File: config.mk
export PLATFORM = sky130hd
export DESIGN_NAME = pong_core_flat
export DESIGN_NICKNAME = d
export VERILOG_FILES = /design/src/rtl/pong_if.sv /design/src/rtl/pong_core.sv /design/src/flat_wrapper.sv
export SDC_FILE = /design/constraint.sdc
export NUM_CORES = 1
export LEC_CHECK = 0
export CAP_MARGIN = 25
export CORE_UTILIZATION = 25
export CTS_CLUSTER_DIAMETER = 150
export DETAILED_ROUTE_END_ITERATION = 10
export HOLD_SLACK_MARGIN = 0.15
export PLACE_DENSITY = 0.52
export SETUP_SLACK_MARGIN = 0.15
export SLEW_MARGIN = 20
export SYNTH_ARGS = -nofsm -noshare
export SYNTH_HDL_FRONTEND = slang
export SYNTH_SLANG_ARGS = --single-unit
File: constraint.sdc
create_clock -name clk -period 10.1 [get_ports clk]
set_input_delay 2.02 -clock clk [delete_from_list [all_inputs] [get_ports clk]]
set_output_delay 2.02 -clock clk [all_outputs]
set_load 0.05 [all_outputs]
File: src/rtl/pong_if.sv
// Control and display bundle between the game engine and its surroundings.
// The engine takes the slave side; the player inputs and the screen driver take the master side.
interface pong_if #(
    parameter int COLS = 16,
    parameter int ROWS = 16
);
    localparam int XW = $clog2(COLS);
    localparam int YW = $clog2(ROWS);

    logic          tick;
    logic          p1_up;
    logic          p1_dn;
    logic          p2_up;
    logic          p2_dn;
    logic [XW-1:0] ball_x;
    logic [YW-1:0] ball_y;
    logic [YW-1:0] p1_pos;
    logic [YW-1:0] p2_pos;
    logic [3:0]    score1;
    logic [3:0]    score2;
    logic [1:0]    state;
    logic          game_over;

    modport master (
        output tick, p1_up, p1_dn, p2_up, p2_dn,
        input  ball_x, ball_y, p1_pos, p2_pos, score1, score2, state, game_over
    );

    modport slave (
        input  tick, p1_up, p1_dn, p2_up, p2_dn,
        output ball_x, ball_y, p1_pos, p2_pos, score1, score2, state, game_over
    );
endinterface

File: src/rtl/pong_core.sv
// Pong engine: ball motion, two paddles, collisions, scoring and serve/play/game-over sequencing.
// All state advances only on the one-cycle game tick; reset is synchronous and wins over tick.
module pong_core #(
    parameter int COLS        = 16,
    parameter int ROWS        = 16,
    parameter int PADDLE_LEN  = 4,
    parameter int BALLSPEED   = 20,
    parameter int PADDLESPEED = 10,
    parameter int SERVE_DELAY = 500,
    parameter int WIN_SCORE   = 9
) (
    input logic   clk,
    input logic   reset,
    pong_if.slave bus
);
    localparam int XW  = $clog2(COLS);
    localparam int YW  = $clog2(ROWS);
    localparam int BCW = $clog2(BALLSPEED + 1);
    localparam int PCW = $clog2(PADDLESPEED + 1);
    localparam int SCW = $clog2(SERVE_DELAY + 1);

    localparam logic [XW-1:0]  X_MID      = XW'(COLS / 2);
    localparam logic [YW-1:0]  Y_MID      = YW'(ROWS / 2);
    localparam logic [XW-1:0]  X_LEFT     = XW'(1);
    localparam logic [XW-1:0]  X_RIGHT    = XW'(COLS - 2);
    localparam logic [YW-1:0]  Y_MAX      = YW'(ROWS - 1);
    localparam logic [YW-1:0]  PAD_MAX    = YW'(ROWS - PADDLE_LEN);
    localparam logic [YW-1:0]  PAD_HOME   = YW'((ROWS - PADDLE_LEN) / 2);
    localparam logic [YW-1:0]  PAD_SPAN   = YW'(PADDLE_LEN - 1);
    localparam logic [BCW-1:0] BALL_LAST  = BCW'(BALLSPEED - 1);
    localparam logic [PCW-1:0] PAD_LAST   = PCW'(PADDLESPEED - 1);
    localparam logic [SCW-1:0] SERVE_LAST = SCW'(SERVE_DELAY - 1);
    localparam logic [3:0]     WIN        = 4'(WIN_SCORE);

    typedef enum logic [1:0] {S_SERVE = 2'd0, S_PLAY = 2'd1, S_OVER = 2'd2} state_e;
    typedef enum logic [1:0] {DY_ZERO = 2'b00, DY_POS = 2'b01, DY_NEG = 2'b11} dy_e;

    state_e         state_q;
    logic [XW-1:0]  ball_x_q;
    logic [YW-1:0]  ball_y_q;
    logic           dx_pos_q;
    dy_e            dy_q;
    dy_e            serve_dy_q;
    logic [YW-1:0]  p1_q;
    logic [YW-1:0]  p2_q;
    logic [3:0]     score1_q;
    logic [3:0]     score2_q;
    logic           game_over_q;
    logic [BCW-1:0] ball_cnt_q;
    logic [PCW-1:0] pad_cnt_q;
    logic [SCW-1:0] serve_cnt_q;

    function automatic dy_e flip(input dy_e d);
        case (d)
            DY_POS:  return DY_NEG;
            DY_NEG:  return DY_POS;
            default: return DY_ZERO;
        endcase
    endfunction

    // Reflect dy off the top/bottom wall so the move never leaves the field.
    function automatic dy_e fold(input logic [YW-1:0] y, input dy_e d);
        if ((y == '0 && d == DY_NEG) || (y == Y_MAX && d == DY_POS)) return flip(d);
        return d;
    endfunction

    function automatic logic [YW-1:0] pad_next(input logic [YW-1:0] pos, input logic up, input logic dn);
        if (up && !dn && pos != '0) return pos - 1'b1;
        if (dn && !up && pos != PAD_MAX) return pos + 1'b1;
        return pos;
    endfunction

    logic          at_p1, at_p2, hit, miss, dx_d;
    logic [YW-1:0] pad_top, pad_bot;
    dy_e           dy_wall, dy_hit, dy_d;
    logic [XW-1:0] ball_x_d;
    logic [YW-1:0] ball_y_d;

    // NOTE: every always_comb output gets a default first so no path can infer a latch.
    always_comb begin
        at_p1   = (ball_x_q == X_LEFT) && !dx_pos_q;
        at_p2   = (ball_x_q == X_RIGHT) && dx_pos_q;
        pad_top = at_p1 ? p1_q : p2_q;
        pad_bot = pad_top + PAD_SPAN;
        hit     = (at_p1 || at_p2) && (ball_y_q >= pad_top) && (ball_y_q <= pad_bot);
        miss    = (at_p1 || at_p2) && !hit;
        dx_d    = hit ? !dx_pos_q : dx_pos_q;
        dy_wall = fold(ball_y_q, dy_q);
        dy_hit  = dy_wall;
        if (hit && ball_y_q == pad_top)      dy_hit = DY_NEG;
        else if (hit && ball_y_q == pad_bot) dy_hit = DY_POS;
        dy_d     = fold(ball_y_q, dy_hit);
        ball_x_d = dx_d ? ball_x_q + 1'b1 : ball_x_q - 1'b1;
        case (dy_d)
            DY_POS:  ball_y_d = ball_y_q + 1'b1;
            DY_NEG:  ball_y_d = ball_y_q - 1'b1;
            default: ball_y_d = ball_y_q;
        endcase
    end

    // NOTE: sequential state uses non-blocking assignments so every register samples pre-edge values.
    always_ff @(posedge clk) begin
        if (reset) begin
            state_q     <= S_SERVE;
            ball_x_q    <= X_MID;
            ball_y_q    <= Y_MID;
            dx_pos_q    <= 1'b1;
            dy_q        <= DY_POS;
            serve_dy_q  <= DY_POS;
            p1_q        <= PAD_HOME;
            p2_q        <= PAD_HOME;
            score1_q    <= '0;
            score2_q    <= '0;
            game_over_q <= 1'b0;
            ball_cnt_q  <= '0;
            pad_cnt_q   <= '0;
            serve_cnt_q <= '0;
        end else if (bus.tick && state_q != S_OVER) begin
            pad_cnt_q <= (pad_cnt_q == PAD_LAST) ? '0 : pad_cnt_q + 1'b1;
            if (pad_cnt_q == PAD_LAST) begin
                p1_q <= pad_next(p1_q, bus.p1_up, bus.p1_dn);
                p2_q <= pad_next(p2_q, bus.p2_up, bus.p2_dn);
            end
            case (state_q)
                S_SERVE: begin
                    if (serve_cnt_q == SERVE_LAST) begin
                        state_q     <= S_PLAY;
                        serve_cnt_q <= '0;
                        ball_cnt_q  <= '0;
                    end else begin
                        serve_cnt_q <= serve_cnt_q + 1'b1;
                    end
                end
                S_PLAY: begin
                    if (ball_cnt_q != BALL_LAST) begin
                        ball_cnt_q <= ball_cnt_q + 1'b1;
                    end else if (miss) begin
                        ball_cnt_q  <= '0;
                        ball_x_q    <= X_MID;
                        ball_y_q    <= Y_MID;
                        dx_pos_q    <= at_p2;
                        serve_dy_q  <= flip(serve_dy_q);
                        dy_q        <= flip(serve_dy_q);
                        serve_cnt_q <= '0;
                        if (at_p1) begin
                            score2_q    <= score2_q + 1'b1;
                            state_q     <= (score2_q + 1'b1 == WIN) ? S_OVER : S_SERVE;
                            game_over_q <= (score2_q + 1'b1 == WIN);
                        end else begin
                            score1_q    <= score1_q + 1'b1;
                            state_q     <= (score1_q + 1'b1 == WIN) ? S_OVER : S_SERVE;
                            game_over_q <= (score1_q + 1'b1 == WIN);
                        end
                    end else begin
                        ball_cnt_q <= '0;
                        ball_x_q   <= ball_x_d;
                        ball_y_q   <= ball_y_d;
                        dx_pos_q   <= dx_d;
                        dy_q       <= dy_d;
                    end
                end
                default: ;
            endcase
        end
    end

    assign bus.ball_x    = ball_x_q;
    assign bus.ball_y    = ball_y_q;
    assign bus.p1_pos    = p1_q;
    assign bus.p2_pos    = p2_q;
    assign bus.score1    = score1_q;
    assign bus.score2    = score2_q;
    assign bus.state     = state_q;
    assign bus.game_over = game_over_q;
endmodule

File: src/flat_wrapper.sv
// flat-port wrapper written by rule: the top's interface ports become plain ports
module pong_core_flat 
#(
    parameter int COLS        = 16,
    parameter int ROWS        = 16,
    parameter int PADDLE_LEN  = 4,
    parameter int BALLSPEED   = 20,
    parameter int PADDLESPEED = 10,
    parameter int SERVE_DELAY = 500,
    parameter int WIN_SCORE   = 9
)
  (clk, reset, bus_tick, bus_p1_up, bus_p1_dn, bus_p2_up, bus_p2_dn, bus_ball_x, bus_ball_y, bus_p1_pos, bus_p2_pos, bus_score1, bus_score2, bus_state, bus_game_over);
  pong_if #(.COLS(COLS), .ROWS(ROWS)) bus_i ();
  input logic clk;
  input logic reset;
  input wire logic [$bits(bus_i.tick)-1:0] bus_tick;
  input wire logic [$bits(bus_i.p1_up)-1:0] bus_p1_up;
  input wire logic [$bits(bus_i.p1_dn)-1:0] bus_p1_dn;
  input wire logic [$bits(bus_i.p2_up)-1:0] bus_p2_up;
  input wire logic [$bits(bus_i.p2_dn)-1:0] bus_p2_dn;
  output wire logic [$bits(bus_i.ball_x)-1:0] bus_ball_x;
  output wire logic [$bits(bus_i.ball_y)-1:0] bus_ball_y;
  output wire logic [$bits(bus_i.p1_pos)-1:0] bus_p1_pos;
  output wire logic [$bits(bus_i.p2_pos)-1:0] bus_p2_pos;
  output wire logic [$bits(bus_i.score1)-1:0] bus_score1;
  output wire logic [$bits(bus_i.score2)-1:0] bus_score2;
  output wire logic [$bits(bus_i.state)-1:0] bus_state;
  output wire logic [$bits(bus_i.game_over)-1:0] bus_game_over;
  assign bus_i.tick = bus_tick;
  assign bus_i.p1_up = bus_p1_up;
  assign bus_i.p1_dn = bus_p1_dn;
  assign bus_i.p2_up = bus_p2_up;
  assign bus_i.p2_dn = bus_p2_dn;
  assign bus_ball_x = bus_i.ball_x;
  assign bus_ball_y = bus_i.ball_y;
  assign bus_p1_pos = bus_i.p1_pos;
  assign bus_p2_pos = bus_i.p2_pos;
  assign bus_score1 = bus_i.score1;
  assign bus_score2 = bus_i.score2;
  assign bus_state = bus_i.state;
  assign bus_game_over = bus_i.game_over;
  pong_core #(.COLS(COLS), .ROWS(ROWS), .PADDLE_LEN(PADDLE_LEN), .BALLSPEED(BALLSPEED), .PADDLESPEED(PADDLESPEED), .SERVE_DELAY(SERVE_DELAY), .WIN_SCORE(WIN_SCORE)) u_core (.clk(clk), .reset(reset), .bus(bus_i));
endmodule
# == Word-level counts from Yosys, hierarchy flattened ==
# Index checks and enable logic that the tools add are counted.
# word_totals
output_inout_bits,27
regBits,50
in_bits,7
# op_classes
bitwise,2
mux,61
n_lt_le_gt_ge,2
add_sub_neg,14
n_reduce_logical,47
n_eq_ne,25
# ops
operator,count
4-bit two-way mux,13
"4-bit by 1-bit adder with 4-bit output, second input constant",7
9-bit two-way mux,3
2-bit two-way mux,13
1-bit two-way mux,23
"4-bit == test, second input constant",5
1-bit logical AND,20
9-bit one-hot mux with 2 select lines,1
2-bit one-hot mux with 2 select lines,4
"4-bit by 1-bit subtractor with 4-bit output, second input constant",4
5-bit AND reduction,3
3-bit AND reduction,4
4-bit AND reduction,3
"2-bit by 1-bit == test with 1-bit output, second input constant",5
5-bit two-way mux,2
5-bit one-hot mux with 2 select lines,1
"9-bit by 1-bit adder with 9-bit output, second input constant",1
"9-bit == test, second input constant",1
"2-bit == test, second input constant",4
4-bit == test,2
"4-bit inequality test, second input constant",2
4-bit one-hot mux with 2 select lines,1
4-bit nonzero test,2
1-bit zero test,6
14 further kinds,21

# == Logic depth before layout (Yosys ltp) ==
# Gate-level depths: netlist of the first run.
# depth
depth_word,17
mapped_depth,21
depth_no_buf,20

# == Worst setup path before layout of the first run ==
# Ideal clock, no wire load.
# synth_timing
kind,reg-to-reg
start,"reg u_core.ball_x_q[0], in the netlist u_core.bus.ball_x[0]"
end,"reg u_core.ball_y_q[3], in the netlist u_core.bus.ball_y[3]"
setup_slack_ps,5394
t_arrival_ps,4587
stages_incl_launch_ff,20
required_time_ps,9981
setup_time_ps,119
period_less_slack_ps,4706
path_cell_list,dfxtp_1 > ha_1 > or4b_1 > buf_6 > a21oi_1 > nand2_1 > xor2_1 > ha_1 > o21ai_0 > a21oi_1 > o21ai_1 > o2111ai_1 > o211ai_2 > and2_1 > ha_1 > a21o_1 > a21oi_1 > xnor2_1 > and3_1 > o21ai_1
# synth_between
elab_chain_cells,17
word_cells_on_any_way,34
classes_between,add/sub (1); order compare (2); eq/ne (8); mux (9); reduce/logical (14)
# synth_lines
item,line_no,source
"start, declared",pong_core.sv:39,logic [XW-1:0] ball_x_q;
"start signal, assigned",pong_core.sv:156,ball_x_q <= ball_x_d;
"parallel branches: the longest is 17 deep, another holds 4-bit by 2-bit adder with 4-bit output",n/a,
"end signal, assigned",pong_core.sv:157,ball_y_q <= ball_y_d;
"end, declared",pong_core.sv:40,logic [YW-1:0] ball_y_q;
# Parallel ways; which one is timed is not known. The select of a mux whose other input is x is not followed.
# A chain may end at the register's enable or synchronous reset.

# == Final worst setup path of the first run ==
# Ends and elaborated chain as after synthesis.

==> results of run 1 <==
cells by family (layout without fill, tap and decap cells):
family | after synthesis | count (layout) | synth area share
adders and majority gates | 24 | 24 | 0.0962
muxes | 11 | 11 | 0.0401
buffers and inverters | 25 | 56 | 0.0330
xor gates and xnor gates | 35 | 35 | 0.0962
AOI/OAI and AO/OA | 88 | 88 | 0.196
and+or+nand+nor | 146 | 146 | 0.224
DFF | 50 | 50 | 0.314
worst reg2reg max path, cell delays in order (launching register included):
cell and delay (ps):
dfxtp_1 440, ha_1 190, or4b_1 670, a21oi_1 480, nand2_1 120, xor2_1 160, ha_1 290, o21ai_0 150
a21oi_1 80, o21ai_1 620, o2111ai_1 230, o211ai_2 140, and2_1 220, ha_1 250, a21o_1 170, a21oi_1 170
xnor2_1 160, and3_1 190, o21ai_1 60
placed cells by master (no fill, tap or decap), types with 12 or more instances in the layout:
| cell type | count |
|---|---|
| nor3_1 | 15 |
| clkdlybuf4s50_1 | 33 |
| nand3_1 | 12 |
| nor2_1 | 51 |
| xnor2_1 | 17 |
| xor2_1 | 18 |
| a21oi_1 | 26 |
| inv_1 | 15 |
| ha_1 | 22 |
| nand2_1 | 22 |
| o21ai_0 | 16 |
| dfxtp_1 | 50 |
where the power goes:
part	internal (W)	switching, W
Clock	0.0000911	0.0000771
Sequential	0.000199	0.00000148
Combinational	0.00000656	0.00000975
synth_stat cells (2+ instances only):
| cell type | n | area (um2) |
|---|---|---|
| nor2_1 | 51 | 191 |
| dfxtp_1 | 50 | 1000 |
| a21oi_1 | 26 | 130 |
| ha_1 | 22 | 275 |
| nand2_1 | 22 | 82.6 |
| xor2_1 | 18 | 158 |
| xnor2_1 | 17 | 149 |
| o21ai_0 | 16 | 80.1 |
| inv_1 | 15 | 56.3 |
| nor3_1 | 15 | 75.1 |
| nand3_1 | 12 | 60.1 |
| nand4_1 | 10 | 62.6 |
| mux2i_1 | 9 | 90.1 |
| clkbuf_1 | 8 | 30.0 |
| a21o_1 | 6 | 45.0 |
| and3_1 | 6 | 37.5 |
| nand2b_1 | 6 | 37.5 |
| nor2b_1 | 6 | 37.5 |
| a211o_1 | 5 | 43.8 |
| a211oi_1 | 5 | 37.5 |
| or3_1 | 5 | 31.3 |
| a32oi_1 | 4 | 35.0 |
| a31oi_1 | 3 | 18.8 |
| and2_1 | 3 | 18.8 |
| nor3b_1 | 3 | 22.5 |
| o21ai_1 | 3 | 15.0 |
| a211oi_2 | 2 | 25.0 |
| a21bo_2 | 2 | 20.0 |
| o211ai_1 | 2 | 15.0 |
| o211ai_2 | 2 | 25.0 |
| o21a_1 | 2 | 15.0 |
metal layers:
metal  part of all wire  track usage  vias to the layer above
met4              0.014       0.0364                        0
met1               0.48        0.148                     1282
met2               0.47        0.196                       33
li1                   -            -                     1410
met3              0.038       0.0258                        7
met5                  0            0                        -
area by class of cell:
type | count | share of cell area
clock buffers | 5 | 0.0327
clock inverters | 2 | 0.00360
inverters | 15 | 0.0147
multi-input cells | 304 | 0.544
flip-flops and latches | 50 | 0.262
well taps | 168 | 0.0550
repair buffers | 34 | 0.0884
state kept, by name, summed over array words and instances, names as in the netlist, 4 cells and up:
register,count
u_core.bus.ball_y,4
u_core.bus.p1_pos,4
u_core.pad_cnt_q,4
u_core.bus.ball_x,4
u_core.ball_cnt_q,5
u_core.bus.p2_pos,4
u_core.serve_cnt_q,9
u_core.bus.score1,4
u_core.bus.score2,4
metrics by stage:
step	utilization	total power, W
after floorplan	-	0.000215
after global placement	0.302	0.000221
after detailed placement	0.302	0.000221
after CTS	0.313	0.000391
after global routing	0.313	0.000399
final	0.313	0.000385
final timing paths:
path / startpoint / end / slack, ps / cells after the start
worst max register to register: u_core.bus.ball_x[0] / u_core.bus.ball_y[3] / 5220 / 18
worst min register to register: u_core.serve_dy_q[0] / u_core.serve_dy_q[0] / 490 / 1
worst min-delay path: u_core.serve_dy_q[0] / u_core.serve_dy_q[0] / 490 / 1
worst max-delay path: u_core.bus.ball_x[0] / u_core.bus.ball_y[3] / 5220 / 18
==> reports/qor.yml, run 1 <==
status: "finished clean"
worstMarginPinSlew_ps: 911
drv_cap: 0
n_fill_cell: 1328
clk_latency_ps: 290
port_buffers: 33
period_needed_ps: 4880
synthFlopType: "dfxtp_1"
drive_above_1_share: 0.0634
crit_arrival_ps: 5060
worst-path-max-fanout: 9
stdcell_area_um2: 3820
root_buffer: "clkbuf_16"
fin_crit_sh: 0.483
hold_buffers: 0
grt_pass1_wl_um: 12300
netlist_area_um2: 3190
cp_top_family: "compound AO/OA/AOI/OAI gates"
first_pass_iters: 4
area_growth_pct: 20.0
cts_buffers: 5
post_cts_buffers: 0
grt_pass1_vias: 2560
cp_cell_sequence: "ha_1 > or4b_1 > a21oi_1 > nand2_1 > xor2_1 > ha_1 > o21ai_0 > a21oi_1 > o21ai_1 > o2111ai_1 > o211ai_2 > and2_1 > ha_1 > a21o_1 > a21oi_1 > xnor2_1 > and3_1 > o21ai_1"
skew_ps: 6.14
overflow: 0
via_count: 2732
cp_slowest_cell: "or4b_1"
multi_input_area_um2: 2080
num_io_pins: 34
route.detailed.drc: 0
critPathMaxStageDelay_ps: 660
fin_cells: 578
ys_types: 54
initial_core_util: 0.261
via_per_inst: 4.73
ys_ff_latch: 50
yosys_warnings: 0
max_freq_ghz: 0.205
die_w_um: 115
grt_max_degree: 35
cts_resized: 0
p_leak_nw: 1.34
antenna_cells: 0
startpoint_type: "register"
h-tree-depth: 2
critPathCaptureType: "register"
regArea_um2: 1000
holdCritPathClass: "register to register"
maxSlewViolCount: 0
synth_cells: 379
ir_drop_v: 0.0000715
cp.required_ps: 10280
cts_sinks: 50
drtAntennaViolNets: 0
synth-edff-count: 0
hpwl_um: 5400
die-area_um2: 13200
clk_path_buf_depth: 2
crit_buf_inv: 0
drt-total-wl_um: 7330
relSlewSlack: 0.384
antenna_found_initial: 0
path_clk_slew_ps: 70
globalplace.congestion: 0.795
finalNetCount: 440
dp_slack_ps: 5240
final-hold-violation-count: 0
track_usage: 0.117
power.density_nw_per_um2: 101
final-setup-viol-count: 0
worstSetupPathType: "register to register"
avgRoutedWirePerCell_um: 12.7
die_y_um: 115
fp-row-count: 40
synthesis.area_per_instance_um2: 8.41
cts_tree: "yes"
finalSetupTns_ps: 0
setup_slack_ps: 5220
dp_cells: 571
rsz0062_at_grt: "no"
hold_ws_ps: 492
place_area_um2: 3680
synthArstFlopShare: 0
synth_seq_area_share: 0.314
drt-initial-drc-count: 111
coreArea_um2: 12200
synth_fp_nets: 409
(Power assumes the default switching activity.)
==> inputs of run 2 (changes only) <==
clock period = 4.6 ns   (was 10.1 ns; I/O delays follow)
==> reports/qor.yml, run 2 (synthesis gave the netlist of run 1 again) <==
drv_cap: 0
hold_buffers: 0
die-area_um2: 13200
drt-total-wl_um: 7570
ir_drop_v: 0.000120
final-hold-violation-count: 0
rsz0062_at_grt: "no"
antenna_cells: 0
antenna_found_initial: 0
period_needed_ps: 4210
h-tree-depth: 2
cp.required_ps: 4800
track_usage: 0.121
crit_arrival_ps: 4400
worst-path-max-fanout: 7
worstSetupPathType: "register to register"
grt_pass1_vias: 2634
max_freq_ghz: 0.238
hpwl_um: 5600
first_pass_iters: 4
die_y_um: 115
grt_max_degree: 35
num_io_pins: 34
path_clk_slew_ps: 80
port_buffers: 33
fin_util: 0.322
finalSetupTns_ps: 0
largest_reg_flops: 9
overflow: 0
initial_core_util: 0.261
area_growth_pct: 23.3
fp-row-count: 40
hold_ws_ps: 484
cp_top_family: "simple AND/OR/NAND/NOR gates"
p_leak_nw: 1.38
avgRoutedWirePerCell_um: 12.9
critPathMaxStageDelay_ps: 530
startpoint_type: "register"
cp_cell_sequence: "inv_1 > ha_1 > or4b_4 > nor2_1 > a21oi_2 > buf_4 > xor2_1 > ha_1 > nand4_1 > a211oi_2 > a32oi_1 > a21bo_2 > o211ai_2 > and2_1 > ha_1 > a21o_1 > a21oi_1 > xnor2_1 > and3_1 > o21ai_1"
route.detailed.drc: 0
via_count: 2785
status: "finished clean"
worstHoldStart: "u_core.serve_dy_q[0]"
skew_ps: 13.8
clk_path_buf_depth: 2
dp_cells: 575
die_w_um: 115
relSlewSlack: 0.492
fin_cells: 588
holdCritPathClass: "register to register"
final-setup-viol-count: 0
top_regs: "u_core.serve_cnt_q: 9 flops, u_core.ball_cnt_q: 5 flops"
crit_start: "u_core.bus.ball_x[1]"
root_buffer: "clkbuf_16"
coreArea_um2: 12200
fin_crit_sh: 0.914
path_common_cell: "ha_1"
clk_latency_ps: 300
maxSlewViolCount: 0
cp_slowest_cell: "or4b_4"
crit_buf_inv: 2
critPathCaptureType: "register"
top_register: "u_core.serve_cnt_q"
r2r-start: "u_core.bus.ball_x[1]"
final_cell_mix: "nor2_1, dfxtp_1, clkdlybuf4s50_1, a21oi_1, ha_1"
drive_above_1_share: 0.102
drtAntennaViolNets: 0
finalNetCount: 449
power.density_nw_per_um2: 218
globalplace.congestion: 0.797
worstMarginPinSlew_ps: 752
cts_tree: "yes"
drt-initial-drc-count: 145
cts_sinks: 50
final_common_cell: "nor2_1"
grt_pass1_wl_um: 12800
via_per_inst: 4.74
cts_buffers: 5
-- run 2: routing by layer --
layer  track usage  vias up  routed length (um)
li1              -     1429                   -
met1         0.154     1304                3680
met2         0.204       45                3530
met3        0.0264        7                 290
met4        0.0355        0                  72
met5             0        -                   0
-- run 2: final cells by class --
| cell class | count | area [um2] |
|---|---|---|
| tap | 168 | 210 |
| timing repair buffer | 43 | 402 |
| multi-input combinational | 304 | 2110 |
| inverter | 15 | 56.3 |
| clock buffer | 5 | 125 |
| fill | 1321 | 8290 |
| sequential | 50 | 1000 |
| clock inverter | 3 | 25.0 |
-- run 2: what timing repair did --
| action | CTS | global route |
|---|---|---|
| pin swaps | 0 | 2 |
| endpoints found under the setup margin | 1 | 2 |
| buffers inserted | 2 | 2 |
| gates resized for setup | 0 | 6 |
-- run 2: worst paths after layout --
path,cells after the start,endpoint,slack (ps)
min,1,u_core.serve_dy_q[0],480
max reg2reg,20,u_core.bus.ball_y[3],390
max,20,u_core.bus.ball_y[3],390
min reg2reg,1,u_core.serve_dy_q[0],480
-- run 2: power by group --
part | internal (W) | switching (W)
clock | 0.000205 | 0.000177
combinational | 0.0000144 | 0.0000214
sequential | 0.000436 | 0.00000327
-- run 2: through the flow --
| stage | total power (W) | setup slack (ps) | area [um2] |
|---|---|---|---|
| 4_1_cts | 0.000875 | 184 | 3880 |
| 2_1_floorplan | 0.000472 | 161 | 3190 |
| 6_report | 0.000857 | 394 | 3930 |
| 5_1_grt | 0.000900 | 106 | 3930 |
| 3_3_place_gp | 0.000485 | 243 | 3720 |
| 3_5_place_dp | 0.000486 | 136 | 3720 |
==> inputs of run 3 (changes only) <==
CORE_ASPECT_RATIO = 1.25   (was not set)
==> reports/qor.yml, run 3 (synthesis gave the netlist of run 1 again) <==
clk_path_buf_depth: 2
fp-row-count: 45
finalNetCount: 449
avgRoutedWirePerCell_um: 13.1
cts_buffers: 5
top_register: "u_core.serve_cnt_q"
worst-path-max-fanout: 8
final_cell_mix: "nor2_1, dfxtp_1, clkdlybuf4s50_1, a21oi_1"
num_io_pins: 34
p_leak_nw: 1.40
grt_pass1_wl_um: 13000
path_clk_slew_ps: 70
grt_pass1_vias: 2760
overflow: 0
first_pass_iters: 4
drive_above_1_share: 0.100
area_growth_pct: 23.8
critPathCaptureType: "register"
die_y_um: 128
setup_slack_ps: 435
via_per_inst: 4.73
via_count: 2761
track_usage: 0.125
dp_slack_ps: 113
skew_ps: 5.95
power.density_nw_per_um2: 235
holdCritPathClass: "register to register"
drv_cap: 0
largest_reg_flops: 9
final-hold-violation-count: 0
grt_max_degree: 24
rsz0062_at_grt: "no"
finalSetupTns_ps: 0
worstSetupPathType: "register to register"
period_needed_ps: 4160
worstMarginPinSlew_ps: 918
fin_crit_sh: 0.905
root_buffer: "clkbuf_16"
crit_start: "u_core.bus.ball_x[0]"
drt-initial-drc-count: 91
dp_cells: 572
cts_tree: "yes"
top_regs: "u_core.serve_cnt_q: 9 flops, u_core.ball_cnt_q: 5 flops"
hpwl_um: 5650
worstHoldStart: "u_core.serve_dy_q[0]"
max_freq_ghz: 0.240
ir_drop_v: 0.000148
antenna_found_initial: 0
globalplace.congestion: 0.796
hold_ws_ps: 466
status: "finished clean"
h-tree-depth: 2
final_common_cell: "nor2_1"
relSlewSlack: 0.379
port_buffers: 33
die-area_um2: 13200
initial_core_util: 0.260
clk_latency_ps: 300
coreArea_um2: 12300
antenna_cells: 0
die_w_um: 103
drt-total-wl_um: 7660
fin_cells: 584
drtAntennaViolNets: 0
rrSetupSlack_ps: 440
cp.required_ps: 4790
route.detailed.drc: 0
cts_sinks: 50
r2r-start: "u_core.bus.ball_x[0]"
maxSlewViolCount: 0
final-setup-viol-count: 0
crit_arrival_ps: 4350
startpoint_type: "register"
## run 3: changes by cell type in the layout (fill, tap and decap cells not counted), sizes merged
cell / change
bufinv: +1
clkinv: -1
buf: +1
clkinvlp: -1
## run 3: where the power goes
group / leakage [nW] / total [W] / switching [W] / internal (W)
sequential: 0.404 / 0.000439 / 0.00000325 / 0.000436
clock: 0.0875 / 0.000452 / 0.000178 / 0.000274
combinational: 0.912 / 0.0000358 / 0.0000215 / 0.0000143
total: 1.40 / 0.000927 / 0.000203 / 0.000724
## run 3: metal layers
| metal | wire length (um) | global-route usage | up-vias |
|---|---|---|---|
| met4 | 154 | 0.0489 | 0 |
| met3 | 214 | 0.0224 | 12 |
| met5 | 0 | 0 | - |
| met1 | 3560 | 0.150 | 1279 |
| li1 | - | - | 1433 |
| met2 | 3730 | 0.216 | 37 |
## run 3: cell type report
| cell class | instances | area (um2) |
|---|---|---|
| Inverter | 15 | 56.3 |
| Sequential cell | 50 | 1000 |
| Clock inverter | 2 | 38.8 |
| Timing Repair Buffer | 43 | 405 |
| Fill cell | 1350 | 8330 |
| Tap cell | 164 | 205 |
| Multi-Input combinational cell | 304 | 2100 |
| Clock buffer | 6 | 139 |
## run 3: critical path, stage by stage (launching register included)
cell	delay, ps
dfxtp_2	400
ha_1	190
or4b_4	560
mux2i_4	250
a21oi_1	200
xor2_1	180
ha_1	260
nand4_1	150
buf_4	140
nor2_1	30
a32oi_1	130
a21bo_2	250
o211ai_2	210
and2_4	190
ha_1	220
a21o_1	170
a21oi_1	160
xnor2_1	150
and3_1	170
o21ai_1	50
## run 3: worst paths after layout
kind	end	cells past startpoint
min	u_core.serve_dy_q[0]	1
max	u_core.bus.ball_y[3]	19
max reg2reg	u_core.bus.ball_y[3]	19
min reg2reg	u_core.serve_dy_q[0]	1
## run 3: timing repair
item / CTS / global route
endpoints found under the setup margin: 1 / 1
setup buffers: 0 / 4
endpoints found under the hold margin: 0 / 0
hold buffers: 0 / 0
pin swaps: 0 / 0
gates resized for setup: 1 / 3
## run 3: per-stage QoR
| stage | instance area (um2) | total power, W | utilization |
|---|---|---|---|
| after floorplan | 3190 | 0.000472 | - |
| after global placement | 3720 | 0.000485 | 0.303 |
| after detailed placement | 3720 | 0.000485 | 0.303 |
| after CTS | 3900 | 0.000944 | 0.318 |
| after global routing | 3950 | 0.000968 | 0.321 |
| final | 3950 | 0.000927 | 0.321 |
